## src/rtl/axis_fifo_pkt_if.sv

```systemverilog
// AXI-Stream channel bundle: data word, end-of-packet marker and valid/ready handshake.
// No latency; this is pure wiring.
// Backpressure is carried by TReady, which the receiving side drives.
interface axis_fifo_pkt_if #(
  parameter int width = 8
) ();
  logic [width-1:0] TData;
  logic             TValid;
  logic             TLast;
  logic             TReady;

  // Producer side drives the word; consumer side answers with TReady.
  modport master (output TData, output TValid, output TLast, input TReady);
  modport slave  (input TData, input TValid, input TLast, output TReady);
endinterface

```

## src/rtl/axis_fifo_pkt.sv

```systemverilog
// AXI-Stream FIFO with TLAST, registered FWFT output, level flags and optional store-and-forward.
// Latency: a word pushed into an empty FIFO is presented on M_TValid one cycle later.
// Backpressure: S_TReady drops only when full; a pop while full re-opens the input next cycle.
module axis_fifo_pkt #(
  parameter int depth               = 16,
  parameter int width               = 8,
  parameter int packet_mode         = 0,
  parameter int almost_full_thresh  = depth - 2,
  parameter int almost_empty_thresh = 2
) (
  input  logic                    CLK,
  input  logic                    Reset,
  axis_fifo_pkt_if.slave          s_axis,
  axis_fifo_pkt_if.master         m_axis,
  output logic [$clog2(depth):0]  count,
  output logic                    isEmpty,
  output logic                    isFull,
  output logic                    isAlmostFull,
  output logic                    isAlmostEmpty,
  output logic [$clog2(depth):0]  pktCount
);

  localparam int AW = $clog2(depth);
  localparam int CW = AW + 1;
  localparam logic [CW-1:0] DEPTH_C = CW'(depth);
  localparam logic [CW-1:0] AF_C    = CW'(almost_full_thresh);
  localparam logic [CW-1:0] AE_C    = CW'(almost_empty_thresh);

  typedef enum logic {IDLE = 1'b0, SEND = 1'b1} send_e;

  // Storage words are {TLast, TData}; the output register sits in front of this memory.
  logic [width:0]   mem [depth];
  logic [AW-1:0]    wr_ptr;
  logic [AW-1:0]    rd_ptr;
  logic             out_full;
  logic [width-1:0] out_dat;
  logic             out_last;
  logic [CW-1:0]    mem_cnt;
  logic             push;
  logic             pop;
  logic             load;
  logic             pkt_in;
  logic             pkt_out;
  logic             out_release;
  send_e            state_q;
  send_e            state_d;

  assign isEmpty       = (count == '0);
  assign isFull        = (count == DEPTH_C);
  assign isAlmostFull  = (count >= AF_C);
  assign isAlmostEmpty = (count <= AE_C);

  assign s_axis.TReady = !isFull && !Reset;
  assign m_axis.TData  = out_dat;
  assign m_axis.TLast  = out_last;

  assign push    = s_axis.TValid && s_axis.TReady;
  assign pop     = m_axis.TValid && m_axis.TReady;
  assign pkt_in  = push && s_axis.TLast;
  assign pkt_out = pop && m_axis.TLast;

  // Words still in memory exclude the one parked in the output register.
  assign mem_cnt = count - {{AW{1'b0}}, out_full};
  // Refill the output register when it empties or is popped; a word written this
  // same edge is not yet readable, which gives the one-cycle fall-through latency.
  assign load    = (!out_full || pop) && (mem_cnt != '0);

  // Memory write port; contents deliberately survive reset.
  always_ff @(posedge CLK) begin
    if (push) mem[wr_ptr] <= {s_axis.TLast, s_axis.TData};
  end

  // Pointers, occupancy and complete-packet count.
  always_ff @(posedge CLK) begin
    if (Reset) begin
      wr_ptr   <= '0;
      rd_ptr   <= '0;
      count    <= '0;
      pktCount <= '0;
    end else begin
      if (push) wr_ptr <= wr_ptr + 1'b1;
      if (load) rd_ptr <= rd_ptr + 1'b1;
      case ({push, pop})
        2'b10:   count <= count + 1'b1;
        2'b01:   count <= count - 1'b1;
        default: count <= count;
      endcase
      case ({pkt_in, pkt_out})
        2'b10:   pktCount <= pktCount + 1'b1;
        2'b01:   pktCount <= pktCount - 1'b1;
        default: pktCount <= pktCount;
      endcase
    end
  end

  // First-word-fall-through output register.
  always_ff @(posedge CLK) begin
    if (Reset) begin
      out_full <= 1'b0;
      out_dat  <= '0;
      out_last <= 1'b0;
    end else if (load) begin
      out_full <= 1'b1;
      {out_last, out_dat} <= mem[rd_ptr];
    end else if (pop) begin
      out_full <= 1'b0;
    end
  end

  // Sending-state register.
  always_ff @(posedge CLK) begin
    if (Reset) state_q <= IDLE;
    else       state_q <= state_d;
  end

  // Enter SEND once a packet's first word is shown; leave when its TLAST pops.
  always_comb begin
    state_d = state_q;
    case (state_q)
      IDLE:    if (m_axis.TValid && !pkt_out) state_d = SEND;
      SEND:    if (pkt_out) state_d = IDLE;
      default: state_d = IDLE;
    endcase
  end

  // Output release: store-and-forward holds words back until a whole packet is in,
  // except when full (oversize packet) or while a packet is already streaming.
  always_comb begin
    out_release   = (packet_mode == 0) || (pktCount != '0) || isFull || (state_q == SEND);
    m_axis.TValid = out_full && out_release;
  end

endmodule

```

## src/flat_wrapper.sv

```systemverilog
// flat-port wrapper written by rule: the top's interface ports become plain ports
module axis_fifo_pkt_flat 
#(
  parameter int depth               = 16,
  parameter int width               = 8,
  parameter int packet_mode         = 0,
  parameter int almost_full_thresh  = depth - 2,
  parameter int almost_empty_thresh = 2
)
  (CLK, Reset, count, isEmpty, isFull, isAlmostFull, isAlmostEmpty, pktCount, s_axis_TData, s_axis_TValid, s_axis_TLast, s_axis_TReady, m_axis_TData, m_axis_TValid, m_axis_TLast, m_axis_TReady);
  axis_fifo_pkt_if #(.width(width)) s_axis_i ();
  axis_fifo_pkt_if #(.width(width)) m_axis_i ();
  input  logic CLK;
  input  logic Reset;
  output logic [$clog2(depth):0] count;
  output logic isEmpty;
  output logic isFull;
  output logic isAlmostFull;
  output logic isAlmostEmpty;
  output logic [$clog2(depth):0] pktCount;
  input wire logic [$bits(s_axis_i.TData)-1:0] s_axis_TData;
  input wire logic [$bits(s_axis_i.TValid)-1:0] s_axis_TValid;
  input wire logic [$bits(s_axis_i.TLast)-1:0] s_axis_TLast;
  output wire logic [$bits(s_axis_i.TReady)-1:0] s_axis_TReady;
  output wire logic [$bits(m_axis_i.TData)-1:0] m_axis_TData;
  output wire logic [$bits(m_axis_i.TValid)-1:0] m_axis_TValid;
  output wire logic [$bits(m_axis_i.TLast)-1:0] m_axis_TLast;
  input wire logic [$bits(m_axis_i.TReady)-1:0] m_axis_TReady;
  assign s_axis_i.TData = s_axis_TData;
  assign s_axis_i.TValid = s_axis_TValid;
  assign s_axis_i.TLast = s_axis_TLast;
  assign s_axis_TReady = s_axis_i.TReady;
  assign m_axis_TData = m_axis_i.TData;
  assign m_axis_TValid = m_axis_i.TValid;
  assign m_axis_TLast = m_axis_i.TLast;
  assign m_axis_i.TReady = m_axis_TReady;
  axis_fifo_pkt #(.depth(depth), .width(width), .packet_mode(packet_mode), .almost_full_thresh(almost_full_thresh), .almost_empty_thresh(almost_empty_thresh)) u_core (.CLK(CLK), .Reset(Reset), .s_axis(s_axis_i), .m_axis(m_axis_i), .count(count), .isEmpty(isEmpty), .isFull(isFull), .isAlmostFull(isAlmostFull), .isAlmostEmpty(isAlmostEmpty), .pktCount(pktCount));
endmodule
```

## config.mk

```make
export PLATFORM = sky130hd
export DESIGN_NAME = axis_fifo_pkt_flat
export DESIGN_NICKNAME = d
export VERILOG_FILES = /design/src/rtl/axis_fifo_pkt_if.sv /design/src/rtl/axis_fifo_pkt.sv /design/src/flat_wrapper.sv
export SDC_FILE = /design/constraint.sdc
export NUM_CORES = 1
export LEC_CHECK = 0
export CORE_MARGIN = 5
export CORE_UTILIZATION = 59
export CTS_CLUSTER_DIAMETER = 120
export DETAILED_ROUTE_END_ITERATION = 6
export PLACE_DENSITY = 0.78
export SLEW_MARGIN = 20
export SYNTH_ARGS = -nofsm -noshare
export SYNTH_HDL_FRONTEND = slang
export SYNTH_SLANG_ARGS = --single-unit
export TNS_END_PERCENT = 10
```

## constraint.sdc

```tcl
create_clock -name CLK -period 3.4 [get_ports CLK]
set_input_delay 0.51 -clock CLK [delete_from_list [all_inputs] [get_ports CLK]]
set_output_delay 0.51 -clock CLK [all_outputs]
set_load 0.05 [all_outputs]
```

* After elaboration in Yosys (flattened, before gate mapping) *
Memories as Yosys holds them, arrays and structs flattened. A register that Yosys moved wholly into a read port is not among the register bits.
Cells that the tools add are included.

word-level totals
  register bits = 19
  word-level logic and storage cells = 41
  bits of input ports = 13
  memories kept = 1
  memory bits (writable) = 144
  output and inout port bits = 25

operators by class
  muxes and demuxes = 6
  magnitude comparators = 2
  reductions and logical operators = 15
  $add $sub $neg = 7
  equal/unequal tests = 5

memory list
  memory      words  bits a word  rd ports  clocked after memory_dff  write ports  RTL line             text
  u_core.mem  16     9            1         1                         1            axis_fifo_pkt.sv:32  logic [width:0] mem [depth];

operators with widths
  kind                   number
  $pmux W5 S2            2
  $add A5 B1 Y5 const B  2
  $sub A5 B1 Y5 const B  2
  $add A4 B1 Y4 const B  2
  $logic_and A1 B1 Y1    6
  $reduce_bool A2 Y1     3
  $eq A5 B5 Y1 const B   1
  $ge A5 B4 Y1 const B   1
  $le A5 B2 Y1 const B   1
  $logic_not A5 Y1       1
  $reduce_bool A5 Y1     1
  $sub A5 B1 Y5          1
  $eq A2 B1 Y1 const B   2
  $eq A2 B2 Y1 const B   2
  $mux W1                4
  $logic_not A1 Y1       3
  $logic_or A1 B1 Y1     1

* Depth between registers and ports, before layout *
Gate-level depths: netlist (run 1).

  depth in word-level cells = 7
  depth in mapped cells = 12
  depth with buffers taken out = 11

* Worst setup path before layout (run 1) *
Ideal clock, no wire load.

  path kind = register to output
  start = register u_core.count[4]
  end = output isAlmostEmpty
  path slack = -0.241 ns
  cell stages (with the launch flop) = 3
  data required time = 2.890 ns
  arrival = 3.131 ns
  buffers on the path = 1
  path through = dfxtp_1 clkbuf_1 a2111oi_0

between the ends
  word-level cells in the longest chain between the ends = 1

ends and longest elaborated chain
  what                    RTL line             text
  start, declared         axis_fifo_pkt.sv:15  output logic [$clog2(depth):0] count,
  start signal, assigned  axis_fifo_pkt.sv:84  2'b10: count <= count + 1'b1;
  start signal, assigned  axis_fifo_pkt.sv:85  2'b01: count <= count - 1'b1;
  start signal, assigned  axis_fifo_pkt.sv:86  default: count <= count;
  $le A5 B2 Y1            axis_fifo_pkt.sv:51  assign isAlmostEmpty = (count <= AE_C);
  end, declared           flat_wrapper.sv:19   output logic isAlmostEmpty;

No other way between the ends.

* Worst setup path after layout (run 1) *
  start = register u_core.count[1]
  end = register u_core.count[4]

between the ends
  word-level cells in the longest chain between the ends = 6
  elaborated cells on any way between the ends = 10
  those cells by class = add/sub: 2; eq/ne: 3; mux: 1; reduce/logical: 4

ends and longest elaborated chain
  what                                                      RTL line             text
  $eq A5 B5 Y1                                              axis_fifo_pkt.sv:49  assign isFull = (count == DEPTH_C);
  $logic_not A1 Y1                                          axis_fifo_pkt.sv:53  assign s_axis.TReady = !isFull && !Reset;
  $logic_and A1 B1 Y1                                       axis_fifo_pkt.sv:53
  $logic_and A1 B1 Y1                                       axis_fifo_pkt.sv:57  assign push = s_axis.TValid && s_axis.TReady;
  $eq A2 B1 Y1 / $eq A2 B2 Y1 (equally long branches)       axis_fifo_pkt.sv:83  case ({push, pop})
  $pmux W5 S2 / $reduce_bool A2 Y1 (equally long branches)  --

Several ways; a longest one is shown, not always the timed one.
A chain may end at the register's enable or synchronous reset.

==> results.yml, run 1 <==
sta:
  drv_slew: 0
  rsz0062_at_grt: "no"
  period_needed_ns: 2.854
  tns_ns: 0
  max_freq_mhz: 350.4
  final-setup-viol-count: 0
  finClkSkew_ns: 0.006058
  min_period_over_period: 0.8393
  slew-limit-headroom: 0.4180
  tightest_slew_ns: 0.8718
  finalHoldViolCount: 0
route:
  viasPerCell: 6.049
  drt_wl_total_um: 13860
  vias: 3938
  initialDrtViolationCount: 327
  wl_per_cell_um: 21.29
  first_pass_iters: 5
  drc_errors: 0
  drtAntennaViolNets: 0
setup_path:
  cp-start-kind: "flip-flop"
  cpMostUsedCell: "inv_1"
  crit_chain: "nor4_2 > a211oi_4 > inv_1 > ha_1 > inv_1 > fa_1 > nor2b_1 > o21ai_0 > nand3_1 > or3b_1 > mux2_2"
  r2r_cells: 11
  cp_data_required_time_ns: 3.71
  arrival_ns: 3.16
  critPathKind: "flip-flop to flip-flop"
  critPathMaxStageDelay_ns: 0.44
  endpoint_kind: "flip-flop"
  slowest_stage: "nor4_2"
  r2r_end: "u_core.count[4]"
  r2r-start: "u_core.count[1]"
  r2r_slack_ns: 0.55
  crit_path_max_fanout: 8
  crit_buf_inv: 2
  crit_family: "simple AND/OR/NAND/NOR gates"
global_routing:
  grt_pass1_vias: 3966
  antenna_found_initial: 0
  grt_usage: 0.2056
  gr-total-overflow: 0
  grt_pass1_wl_um: 21670
  grt_max_degree: 31
synthesis:
  syn_area_per_cell_sq_um: 15.81
  synthArstFlopShare: 0
  ys_seq_area_frac: 0.6973
  synth.distinct_cells: 44
  synth_edf_count: 144
  syn_area_sq_um: 7005
  syn_inst: 443
  synth-seq-cells: 172
  syn-num-nets: 470
  yosysWarnings: 0
  synthFlopType: "edfxtp_1"
placement:
  io_buffer_count: 37
  dp.final_hpwl_um: 8807
  gp_congestion: 0.8170
cts:
  cts-resized-gates: 0
  cts_tree: "done"
  cts_made_buffers: 17
  clockBufferDepth: 2
  postCtsSetupRepairBufs: 0
  numClockSinks: 172
  clkSlewWorstSetupHoldPaths_ns: 0.06
  root_buffer: "clkbuf_16"
  hold_buffers: 0
  clk_latency_ns: 0.42
  h-tree-depth: 4
outcome:
  outcome: "finished, final reports clean"
layout:
  antenna_cells: 0
  post-route-util: 0.7097
  area_growth_pct: 16.66
  mostFrequentLayoutCell: "edfxtp_1"
  nFillCells: 737
  drive_gt1_frac: 0.1516
  layout.nets: 524
  final_cell_mix: "edfxtp_1, nor2_1, mux2i_1"
power_and_ir_drop:
  total_power_mw: 5.892
  pwr_density_cell_nw_per_um2: 720.9
  leakagePower_nw: 2.675
  ir_drop_mv: 0.3674
min_path:
  hp-start: "u_core.m_axis.TData[3]"
  holdPathStages: 2
  hold_path_end: "u_core.m_axis.TData[3]"
  min_path_type: "flip-flop to flip-flop"
die:
  die_area_sq_um: 14150
  row_count: 39
  start_util: 0.6083
  coreArea_sq_um: 11520
  die_h_um: 119.0
  die_w_um: 119.0
  io_pins: 38
run:
  drv_cap: 0
==> area by class of cell <==
class                      instances  area, sq um  share of cell area
clock buffer                      19        432.9             0.05297
clock inverter                    11        127.6             0.01562
inverter                           9        33.78            0.004133
multi-input combinational        236         1966              0.2405
sequential                       172         4886              0.5978
tap                              143        178.9             0.02189
timing repair buffer              61        548.0             0.06705
==> per-stage QoR <==
| stage | hold slack (ns) | worst slack, ns | cell area, sq um | cells |
|---|---|---|---|---|
| after global routing | 0.5355 | 0.3402 | 8173 | 651 |
| final | 0.5062 | 0.5463 | 8173 | 651 |
| after detailed placement | 0.5007 | 0.2757 | 7612 | 621 |
| after CTS | 0.5065 | 0.5271 | 8173 | 651 |
| after floorplan | 0.5210 | 0.2720 | 7007 | 443 |
| after global placement | 0.4906 | 0.3421 | 7612 | 621 |
==> tightest hold or removal path, delay by kind of cell (launching register included) <==
kind / cells / cell delay (ns)
compound gates: 1 / 0.05
flops: 1 / 0.31
simple gates: 1 / 0.10
==> state kept, by name, indices dropped and copies added (netlist names) <==
name	count
u_core.count	5
u_core.m_axis.TData	8
u_core.m_axis.TLast	1
u_core.m_axis.TValid	1
u_core.mem	144
u_core.pktCount	5
u_core.rd_ptr	4
u_core.wr_ptr	4
==> metal layers <==
layer | up-vias | share of wire | routed length [um] | global-route usage
met5 | - | 0 | 0 | 0
met4 | 0 | 0.017 | 233 | 0.06951
met3 | 17 | 0.051 | 713 | 0.04502
met2 | 128 | 0.52 | 7172 | 0.3506
met1 | 1970 | 0.41 | 5738 | 0.2637
li1 | 1823 | - | - | -
==> how the worst max path moves through the flow <==
| stage | startpoint | slack [ns] | endpoint | cells past startpoint |
|---|---|---|---|---|
| after detailed placement | s_axis_TValid | 0.28 | u_core.count[4] | 11 |
| after global placement | s_axis_TValid | 0.34 | u_core.count[4] | 11 |
| after floorplan | u_core.count[1] | 0.27 | u_core.pktCount[4] | 12 |
| after global routing | u_core.count[1] | 0.34 | u_core.count[4] | 11 |
| final | u_core.count[1] | 0.55 | u_core.count[4] | 11 |
| after CTS | u_core.count[1] | 0.53 | u_core.count[4] | 11 |
==> power breakdown <==
| group | leakage (nW) | internal [mW] | total, mW | switching [mW] |
|---|---|---|---|---|
| Sequential | 1.53 | 2.39 | 2.52 | 0.130 |
| Clock | 0.281 | 1.13 | 1.85 | 0.723 |
| Combinational | 0.867 | 0.595 | 1.52 | 0.925 |
==> Yosys cell counts, types with 2 or more instances <==
cell	instances	share of area
a21oi_1	10	0.0071
a22oi_1	9	0.0096
a311oi_1	10	0.013
a31oi_1	2	0.0018
and2_1	2	0.0018
buf_1	3	0.0016
buf_2	8	0.0057
buf_4	3	0.0032
clkbuf_1	11	0.0059
dfxtp_1	28	0.080
edfxtp_1	144	0.62
ha_1	13	0.023
inv_1	9	0.0048
mux2i_1	39	0.056
mux4_2	18	0.058
nand2_1	9	0.0048
nand2b_1	3	0.0027
nand3_1	3	0.0021
nand3b_1	2	0.0021
nand4_1	2	0.0018
nor2_1	49	0.026
nor2b_1	6	0.0054
nor3_1	5	0.0036
o21ai_0	5	0.0036
o22ai_1	18	0.016
or3_1	3	0.0027
xnor2_1	4	0.0050
xor2_1	9	0.011
==> cell families after synthesis <==
kind of cell / share of synthesized area
simple gates: 0.06305
mux: 0.1152
fa+ha+maj: 0.02608
xor+xnor: 0.01625
compound gates: 0.05930
flops: 0.6973
buf+inv: 0.02286
Note: power is estimated with default switching activity, not from simulation.
==> run 2, diff against run 1 <==
Clock period 3.4 ns to 2.67 ns, I/O delays scaled along.
==> results.yml, run 2 (synthesis gave the netlist of run 1 again) <==
outcome:
  outcome: "finished, final reports clean"
sta:
  final-setup-viol-count: 0
  drv_slew: 0
  tns_ns: 0
  min_period_over_period: 0.9653
  slew-limit-headroom: 0.5084
  period_needed_ns: 2.577
  max_freq_mhz: 388.0
  finClkSkew_ns: 0.005302
  finalHoldViolCount: 0
  tightest_slew_ns: 0.7358
route:
  viasPerCell: 6.015
  first_pass_iters: 5
  drt_wl_total_um: 14080
  drtAntennaViolNets: 0
  wl_per_cell_um: 21.01
  initialDrtViolationCount: 254
  vias: 4030
  drc_errors: 0
setup_path:
  crit_chain: "nor4_4 > and2_1 > clkdlybuf4s50_1"
  arrival_ns: 2.18
  critPathMaxStageDelay_ns: 0.81
  cp_data_required_time_ns: 2.27
  cp-start-kind: "flip-flop"
  slowest_stage: "clkdlybuf4s50_1"
  endpoint_kind: "primary output"
  crit_family: "buffers and inverters"
  crit_path_max_fanout: 3
  critPathKind: "flip-flop to primary output"
  crit_buf_inv: 1
power_and_ir_drop:
  leakagePower_nw: 2.756
  total_power_mw: 7.562
  pwr_density_cell_nw_per_um2: 898.8
  ir_drop_mv: 0.4518
placement:
  gp_congestion: 0.8126
  dp.final_hpwl_um: 8774
  post-place-cells: 630
  io_buffer_count: 37
  dpl_cell_area_sq_um: 7750
global_routing:
  gr-total-overflow: 0
  grt_pass1_wl_um: 21760
  grt_max_degree: 31
  grt_pass1_vias: 3939
  grt_usage: 0.2080
  antenna_found_initial: 0
run:
  drv_cap: 0
cts:
  hold_buffers: 0
  cts_made_buffers: 17
  h-tree-depth: 4
  clk_latency_ns: 0.43
  cts_tree: "done"
  numClockSinks: 172
  clkSlewWorstSetupHoldPaths_ns: 0.06
  root_buffer: "clkbuf_16"
  clockBufferDepth: 2
die:
  die_w_um: 119.0
  die_area_sq_um: 14150
  coreArea_sq_um: 11520
  io_pins: 38
  row_count: 39
  start_util: 0.6083
  die_h_um: 119.0
min_path:
  min_path_type: "flip-flop to flip-flop"
layout:
  post-route-cell-area_sq_um: 8413
  largest_reg_flops: 144
  fin_cells: 670
  area_growth_pct: 20.09
  layout.nets: 541
  largest_register: "u_core.mem"
  drive_gt1_frac: 0.2087
  mostFrequentLayoutCell: "edfxtp_1"
  final_cell_mix: "edfxtp_1, nor2_1, mux2i_1, buf_4, clkdlybuf4s50_1"
  antenna_cells: 0
## run 2: per-stage QoR
step / setup WS, ns / util / hold WS, ns
finish: 0.09258 / 0.7306 / 0.5121
global route: -0.002314 / 0.7306 / 0.5343
CTS: 0.02016 / 0.7260 / 0.5141
detailed placement: -0.2816 / 0.6730 / 0.5057
global placement: -0.1699 / 0.6730 / 0.4947
floorplan: -0.01293 / - / 0.4994
## run 2: worst min-delay path, stage by stage, from the launching register on
cell,delay (ns)
dfxtp_1,0.32
nor2_1,0.10
a311oi_1,0.05
## run 2: worst paths after layout
kind | slack (ns) | to | startpoint | cells past startpoint
setup / recovery | 0.09 | isFull | u_core.count[0] | 3
hold / removal | 0.51 | u_core.m_axis.TData[2] | u_core.m_axis.TData[2] | 2
setup reg to reg | 0.11 | u_core.count[4] | u_core.count[0] | 11
hold reg to reg | 0.51 | u_core.m_axis.TData[2] | u_core.m_axis.TData[2] | 2
## run 2: where the power goes
group | internal (mW) | total (mW) | switching, mW
clock | 1.28 | 2.27 | 0.995
combinational | 0.857 | 2.08 | 1.23
sequential | 3.05 | 3.20 | 0.156
total | 5.18 | 7.56 | 2.38
## run 2: timing repair
item                                   CTS  global route
gates resized for setup                  2             8
setup endpoints to repair                1             5
buffers inserted                         7             1
pin swaps                                2             3
endpoints found under the hold margin    0             0
## run 2: metal layers
metal,vias to the layer above,track usage,part of all wire
li1,1843,-,-
met1,2010,0.2745,0.41
met2,156,0.3400,0.50
met3,21,0.04502,0.062
met4,0,0.08472,0.021
met5,-,0,0
## run 2: cell type report
cell class | instances | area (sq um)
clock buffer | 18 | 429.2
clock inverter | 14 | 123.9
fill | 673 | 3103
inverter | 9 | 33.78
multi-input combinational | 236 | 2027
sequential | 172 | 4905
tap | 143 | 178.9
timing repair buffer | 78 | 715.7
==> run 3, diff against run 2 <==
Settings changed: GPL_ROUTABILITY_DRIVEN from default to 0.
==> results of run 3 <==
The final DEF is identical to that of run 2; final timing and power are the same.
